**src/rtl/mem_access_unit_pkg.sv**
```systemverilog
// Shared encodings for the load/store unit: access opcodes, FSM states and
// small decode helpers used by both the decoder side and the access unit.
package mem_access_unit_pkg;

  typedef enum logic [2:0] {
    OP_LW  = 3'b000,
    OP_LH  = 3'b001,
    OP_LHU = 3'b010,
    OP_LB  = 3'b011,
    OP_LBU = 3'b100,
    OP_SW  = 3'b101,
    OP_SH  = 3'b110,
    OP_SB  = 3'b111
  } op_e;

  typedef enum logic [1:0] {
    ST_IDLE = 2'd0,
    ST_RD   = 2'd1,
    ST_WR   = 2'd2
  } state_e;

  localparam int unsigned WORD_W = 32;

  function automatic logic is_store(input op_e op);
    logic res;
    res = 1'b0;
    case (op)
      OP_SW, OP_SH, OP_SB: res = 1'b1;
      default:             res = 1'b0;
    endcase
    return res;
  endfunction

  // Halfword accesses need an even address, word accesses a multiple of four.
  function automatic logic is_misaligned(input op_e op, input logic [1:0] offset);
    logic res;
    res = 1'b0;
    case (op)
      OP_LW, OP_SW:         res = (offset != 2'b00);
      OP_LH, OP_LHU, OP_SH: res = offset[0];
      default:              res = 1'b0;
    endcase
    return res;
  endfunction

endpackage

```
**src/rtl/mem_access_unit_lane_ext.sv**
```systemverilog
// Lane steering for sub-word accesses: load lane select with sign/zero
// extension, and byte/half merge into a previously read word for stores.
module mem_lane_ext
  import mem_access_unit_pkg::*;
(
  input  op_e         op,
  input  logic [1:0]  offset,
  input  logic [31:0] rd_word,
  input  logic [31:0] base_word,
  input  logic [31:0] wdata,
  output logic [31:0] load_data,
  output logic [31:0] store_word
);

  logic signed [7:0]  lane_b;
  logic signed [15:0] lane_h;

  always_comb begin
    lane_b = rd_word[7:0];
    case (offset)
      2'd1:    lane_b = rd_word[15:8];
      2'd2:    lane_b = rd_word[23:16];
      2'd3:    lane_b = rd_word[31:24];
      default: lane_b = rd_word[7:0];
    endcase
    lane_h = offset[1] ? rd_word[31:16] : rd_word[15:0];

    case (op)
      OP_LB:   load_data = 32'(lane_b);
      OP_LBU:  load_data = {24'd0, lane_b};
      OP_LH:   load_data = 32'(lane_h);
      OP_LHU:  load_data = {16'd0, lane_h};
      default: load_data = rd_word;
    endcase
  end

  // Full-word stores bypass the merge and write the store data directly.
  always_comb begin
    store_word = base_word;
    case (op)
      OP_SB: begin
        case (offset)
          2'd0:    store_word[7:0]   = wdata[7:0];
          2'd1:    store_word[15:8]  = wdata[7:0];
          2'd2:    store_word[23:16] = wdata[7:0];
          default: store_word[31:24] = wdata[7:0];
        endcase
      end
      OP_SH: begin
        if (offset[1]) store_word[31:16] = wdata[15:0];
        else           store_word[15:0]  = wdata[15:0];
      end
      default: store_word = wdata;
    endcase
  end

endmodule

```
**src/rtl/mem_access_unit.sv**
```systemverilog
// Load/store sequencer between the core and a single-port data memory with a
// combinational read path; sub-word stores are done as read-modify-write.
module mem_access_unit
  import mem_access_unit_pkg::*;
(
  input  logic        Clk,
  input  logic        Clrn,
  input  logic        Req,
  input  logic [2:0]  Op,
  input  logic [31:0] Addr,
  input  logic [31:0] Wdata,
  output logic        Busy,
  output logic        Done,
  output logic [31:0] Rdata,
  output logic        AlignErr,
  output logic [31:0] MemAddr,
  output logic [31:0] MemDin,
  output logic        MemWe,
  input  logic [31:0] MemDout
);

  state_e      state;
  op_e         op_q;
  logic [31:0] addr_q;
  logic [31:0] wdata_q;
  logic [31:0] word_q;
  logic [31:0] load_data;
  logic [31:0] store_word;
  op_e         op_in;

  assign op_in = op_e'(Op);

  mem_lane_ext u_lane (
    .op         (op_q),
    .offset     (addr_q[1:0]),
    .rd_word    (MemDout),
    .base_word  (word_q),
    .wdata      (wdata_q),
    .load_data  (load_data),
    .store_word (store_word)
  );

  always_ff @(posedge Clk) begin
    if (!Clrn) begin
      state    <= ST_IDLE;
      op_q     <= OP_LW;
      addr_q   <= '0;
      wdata_q  <= '0;
      word_q   <= '0;
      Done     <= 1'b0;
      Rdata    <= '0;
      AlignErr <= 1'b0;
    end else begin
      Done <= 1'b0;
      case (state)
        ST_IDLE: begin
          if (Req) begin
            op_q    <= op_in;
            addr_q  <= Addr;
            wdata_q <= Wdata;
            // Misaligned requests never touch memory; they complete next cycle.
            if (is_misaligned(op_in, Addr[1:0])) begin
              Done     <= 1'b1;
              AlignErr <= 1'b1;
              Rdata    <= '0;
            end else if (op_in == OP_SW) begin
              state <= ST_WR;
            end else begin
              state <= ST_RD;
            end
          end
        end
        ST_RD: begin
          if (is_store(op_q)) begin
            word_q <= MemDout;
            state  <= ST_WR;
          end else begin
            Rdata    <= load_data;
            AlignErr <= 1'b0;
            Done     <= 1'b1;
            state    <= ST_IDLE;
          end
        end
        ST_WR: begin
          Rdata    <= '0;
          AlignErr <= 1'b0;
          Done     <= 1'b1;
          state    <= ST_IDLE;
        end
        default: state <= ST_IDLE;
      endcase
    end
  end

  // Memory-side outputs are decoded straight from the state register so a
  // reset drops them in the same cycle the FSM returns to idle.
  assign Busy    = (state != ST_IDLE);
  assign MemWe   = (state == ST_WR);
  assign MemAddr = (state != ST_IDLE) ? {addr_q[31:2], 2'b00} : 32'd0;
  assign MemDin  = (state == ST_WR) ? store_word : 32'd0;

endmodule

```
**config.mk**
```make
export PLATFORM = sky130hd
export DESIGN_NAME = mem_access_unit
export DESIGN_NICKNAME = d
export VERILOG_FILES = /design/src/rtl/mem_access_unit_pkg.sv /design/src/rtl/mem_access_unit_lane_ext.sv /design/src/rtl/mem_access_unit.sv
export SDC_FILE = /design/constraint.sdc
export NUM_CORES = 1
export LEC_CHECK = 0
export CAP_MARGIN = 30
export CORE_AREA = 2 2 144 104
export CTS_CLUSTER_SIZE = 8
export DETAILED_ROUTE_END_ITERATION = 16
export DIE_AREA = 0 0 146 106
export GPL_ROUTABILITY_DRIVEN = 0
export GPL_TIMING_DRIVEN = 0
export PLACE_DENSITY_LB_ADDON = 0.3
export SYNTH_ARGS = -nofsm -noshare
export SYNTH_HDL_FRONTEND = slang
export SYNTH_SLANG_ARGS = --single-unit
```
**constraint.sdc**
```tcl
create_clock -name Clk -period 2.4 [get_ports Clk]
set_clock_uncertainty 0.05 [all_clocks]
set_input_delay 0.48 -clock Clk [delete_from_list [all_inputs] [get_ports Clk]]
set_output_delay 0.48 -clock Clk [all_outputs]
set_load 0.01 [all_outputs]
```
Yosys cells after proc, flatten, opt, wreduce, memory -nomap -nowiden
Cells that the tools add are included.

operators by class
  eq/ne operators = 20
  muxes and demuxes = 36
  reduce and logical (&&, ||, !) cells = 14

operators with widths
  operator              count
  $mux W32              5
  $pmux W32 S4          1
  $pmux W32 S3          1
  $pmux W32 S2          1
  $mux W16              3
  $mux W8               4
  $pmux W8 S3           1
  $eq A3 B3 Y1 const B  6
  $mux W1               12
  $eq A3 B2 Y1 const B  3
  $reduce_or A3 Y1      3
  $mux W2               4
  $ne A2 B2 Y1 const B  4
  $eq A2 B2 Y1 const B  3
  $eq A3 B1 Y1 const B  2
  $pmux W1 S3           2
  $reduce_and A2 Y1     3
  $eq A2 B1 Y1 const B  2
  $logic_not A2 Y1      2
  $pmux W2 S2           1
  $reduce_and A4 Y1     1
  $reduce_bool A2 Y1    2
  $logic_not A3 Y1      1
  $reduce_bool A3 Y1    1
  2 further kinds       2

word-level totals
  register bits after elaboration = 135
  bits of input ports = 102
  output and inout port bits = 100
  word-level logic and storage cells = 78

Depth between registers and ports, before layout
  depth in word-level cells = 9
  mapped depth = 8
  mapped depth without buffers = 6

By module
A second synthesis with hierarchy kept.

unflattened totals
  cells, all modules = 918
  area total of the unflattened synthesis = 7,140.6 um2

modules (own cells, without submodules)
  module           instances  cells an instance  area an instance (um2)  sequential area each (um2)
  mem_access_unit  1          677                5,412.7                 2,702.6
  mem_lane_ext     1          241                1,727.9                 0.0

Least setup slack after synthesis
Ideal clock, no wire load.

  path type = reg-to-output
  from = reg addr_q[1]
  to = out MemDin[24]
  arrival time = 1.640 ns
  data required time = 1.870 ns
  path slack = 0.230 ns
  stages on the path, launching flop included = 7
  buffers on the path = 3
  cell sequence = dfxtp_1 buf_2 buf_2 buf_2 a21oi_1 a22oi_1 a21boi_0

between the ends
  longest elaborated chain between the ends = 5
  elaborated cells between the ends (all ways) = 8
  classes of those cells = eq/ne: 2; mux: 4; reduce/logical: 2

ends and longest elaborated chain
  item                                        line                            text
  from (decl)                                 mem_access_unit.sv:24           logic [31:0] addr_q;
  from (signal assigned)                      mem_access_unit.sv:59           addr_q <= Addr;
  $eq A2 B1 Y1, or another cell as far along  mem_access_unit_lane_ext.sv:42  case (offset)
  $reduce_or A3 Y1 (no line)                  n/a
  $mux W8                                     mem_access_unit_lane_ext.sv:42
  $pmux W32 S2 (*)                            mem_access_unit_lane_ext.sv:40  case (op)
  $mux W32 (*)                                mem_access_unit.sv:100          assign MemDin = (state == ST_WR) ? store_word : 32'd0;
  to (decl)                                   mem_access_unit.sv:17           output logic [31:0] MemDin,

Mark *: on every way between the ends. The rest lies on a longest branch, timed or not.

Worst setup path in the final report
  from = reg addr_q[0]
  to = out MemDin[14]

between the ends
  longest elaborated chain between the ends = 4

ends and longest elaborated chain
  item          line
  $eq A2 B1 Y1  mem_access_unit_lane_ext.sv:42
  $mux W8       mem_access_unit_lane_ext.sv:42
  $pmux W32 S2  mem_access_unit_lane_ext.sv:40
  $mux W32      mem_access_unit.sv:100

No other way between the ends.

==> key figures <==
Run status
  • Status: finished with violations
  • Failing checks: negative setup slack

Yosys
  • Unique masters post-synth: 54
  • Mean Syn Cell Area: slightly above 8 sq um
  • Post-synth ARST share: 0%
  • Synth Register Bits: roughly 140
  • Mapped Area: between 6000 and 7000 sq um
  • Syn. warnings: 0
  • Synth Instances: 800
  • EDFF count, synth: 0
  • Primary FF master, synth: dfxtp_1
  • Register area share after synthesis: 41.6%

Critical path
  • CP Launch Type: flop
  • Critical path fanouts, max: 4
  • Flop2flop setup slack: 0.10 ns
  • Data required time of the critical path: 1.87 ns
  • Largest stage delay on the critical path: 0.44 ns
  • Crit path cell chain: buf_6 -> clkinvlp_4 -> nand2_4 -> a21oi_4 -> buf_4 -> a222oi_1 -> nor2b_1 -> buf_2
  • CP Class: flop to output port
  • Setup crit end kind: output port
  • Arr. time, crit path: about 2.1 ns
  • Slowest stage cell, crit path: a222oi_1

Route
  • Antenna-violating nets left: 0
  • DR vias: 7290
  • Starting DRT DRC Count: 738
  • Via density: 5.70
  • 1st-pass router iterations: 8
  • WL/cell: 19.6 um
  • WL final: 25000 um
  • Residual DRC count: 0

Floorplanning
  • Starting density of the core: 45.6%
  • DIE WIDTH: ~150 um
  • Die footprint: 15500 sq um
  • Area of the core: between 10000 and 15000 sq um
  • Die H: 106 um
  • # rows: 37
  • I/O pins: 202

STA
  • WHS: 0.400 ns
  • Worst slew pin tran: 0.751 ns
  • Setup ws final: -0.221 ns
  • Period utilization: 109%
  • Slew Viols, Final: 0
  • Max Freq: 382 MHz
  • Max-slew headroom: 50.0%
  • Unrepaired setup endpoints after global routing: yes
  • Final Hold Fails: 0
  • Post-layout min period: 2.62 ns
  • Final setup violation count: 29

Placed design
  • PortBufs: a little under 200
  • Detailed placement HPWL: 16300 um
  • Placed Instance Area: 8730 sq um
  • Pre-CTS setup slack: -0.708 ns

Global route
  • Initial antenna violation count: 1
  • Met2 Use GR: 47.1%
  • First-pass GRT wire length: about 37000 um
  • Largest net degree at the start of global routing: 17
  • Met3 Usage GRT: between 10% and 20%
  • Vias in the first global route: 7034
  • Met1 usage: 37.2%
  • Remaining global-route overflow: 0
  • GR Util All Layers: 30.3%
  • Most Used Layer, Global Route: met2

Pwr
  • Maximum vdd drop: about 0.54 mV
  • Total power: 0.00655 W
  • Pwr/cell area: 651 nW/um^2
  • Leakage: 3.89 nW

CTS
  • CTS max path bufs: 2
  • Num Clock Sinks: around 140
  • Clock root cell: clkbuf_16
  • Total CTS buffers: 17
  • CTS tree: done
  • Worst-Skew Late Latency: 0.42 ns
  • Hold bufs inserted after CTS: 0
  • H-Tree Depth: 4
  • Clk slew on worst S/H paths: 0.06 ns

Final layout
  • Nets: ~1200
  • # diodes: 0
  • Final Cell Area: 10100 sq um
  • Layout Area Growth over Synthesis: 54.8%
  • Fill count: 1127
  • Layout cell share with drive strength beyond 1: between 20% and 30%

Min path
  • HP Class: flop to flop

Job
  • Max Cap Viol: 0
-- worst max-delay path: cells and delay by family (launching register included) --
kind	cells	cell delay, ns
AOI/OAI and AO/OA	2	0.53
buffers and inverters	4	0.53
DFF	1	0.32
and+or+nand+nor	2	0.27
-- path summary, 6_finish.rpt --
| check | end | depth (start not counted) | startpoint |
|---|---|---|---|
| worst min register to register | addr_q[30] | 2 | addr_q[30] |
| worst max register to register | Rdata[3] | 7 | op_q[0] |
| worst max-delay path | MemDin[14] | 8 | addr_q[0] |
| worst min-delay path | addr_q[30] | 2 | addr_q[30] |
-- Yosys cell counts (4+ instances only) --
| library cell | count | area share [%] |
|---|---|---|
| a22oi_1 | 28 | 3.2 |
| ha_1 | 4 | 0.77 |
| nand2b_1 | 4 | 0.39 |
| o221a_2 | 6 | 1.0 |
| mux2_2 | 15 | 2.6 |
| nor2_1 | 27 | 1.6 |
| buf_4 | 5 | 0.58 |
| mux2i_1 | 12 | 1.8 |
| a221oi_1 | 6 | 0.81 |
| and3_1 | 8 | 0.77 |
| o2bb2ai_2 | 10 | 2.3 |
| a21boi_0 | 11 | 1.3 |
| inv_1 | 10 | 0.58 |
| a32oi_1 | 6 | 0.81 |
| dfxtp_1 | 135 | 42 |
| buf_2 | 15 | 1.2 |
| nor2b_1 | 47 | 4.5 |
| a222oi_1 | 8 | 1.2 |
| a21oi_1 | 107 | 8.2 |
| clkbuf_1 | 37 | 2.1 |
| nand3_1 | 8 | 0.62 |
| o2bb2ai_1 | 20 | 2.7 |
| a211oi_1 | 4 | 0.46 |
| nand3b_1 | 4 | 0.46 |
| nand2_1 | 215 | 12 |
| nor3_1 | 5 | 0.39 |
-- layout by cell type (no fill, tap or decap), drive strengths merged, types with 3 or more instances in the layout --
cell type      count
a222oi             8
bufinv             3
o2bb2ai           30
o221a              6
mux2i             12
a22oi             28
nand2b             4
buf              111
nand3              9
dfxtp            135
inv               10
nor3               6
nor2b             47
a211oi             4
and3               8
clkinvlp           6
o21ai              6
a21boi            14
clkbuf            54
clkdlybuf4s50    136
nand2            215
ha                 4
mux2              15
dlygate4sd2       28
nand3b             4
nor2              27
a32oi              6
a21oi            108
clkinv             6
a221oi             6
-- state kept, by name, indices dropped and copies added, names as in the netlist --
register  flops
word_q       32
op_q          3
AlignErr      1
wdata_q      32
addr_q       32
Rdata        32
Done          1
state         2
-- repair_timing --
item	in CTS	in global routing
setup buffers	41	17
pin swaps	31	33
endpoints found under the setup margin	93	66
resized for setup	261	44
-- cell type report --
cell class | count | area, sq um | area share (%)
Clock inverter | 14 | 174 | 1.73
Timing Repair Buffer | 255 | 2310 | 23.0
Inverter | 11 | 48.8 | 0.485
Clock buffer | 18 | 429 | 4.27
Tap cell | 195 | 244 | 2.43
Buffer | 58 | 369 | 3.67
Sequential cell | 135 | 2720 | 27.0
Multi-Input combinational cell | 593 | 3760 | 37.4
-- cells by family after synthesis --
| kind of cell | share of synthesized area [%] |
|---|---|
| AO/OA/AOI/OAI | 25.3 |
| XOR/XNOR | 0.559 |
| adder cells (fa/ha/maj) | 0.771 |
| buffers and inverters | 5.03 |
| flip-flops | 41.6 |
| multiplexers | 4.45 |
| other | 0.0577 |
| AND/OR/NAND/NOR | 22.2 |
-- routing by layer --
layer  routed length, um  up-vias  share of wire, %
li1                    -     3338                 -
met1                9690     3314                39
met2               10900      522                43
met3                3420      116                14
met4                1060        0               4.2
met5                   0        -                 0
-- per-stage QoR --
step | cells | utilization, % | setup TNS (ns)
after floorplan | 801 | - | 0
after global placement | 1195 | 61.3 | -23.90
after detailed placement | 1195 | 61.3 | -26.03
after CTS | 1266 | 68.7 | -0.550
after global routing | 1279 | 70.5 | -4.80
final | 1279 | 70.5 | -3.16
-- report_power, final --
| group | switching [W] | total (W) | internal [W] |
|---|---|---|---|
| Combinational | 0.000718 | 0.00134 | 0.000626 |
| Sequential | 0.000116 | 0.00248 | 0.00237 |
| Clock | 0.00108 | 0.00272 | 0.00164 |
Power figures use the tool's default switching activity.
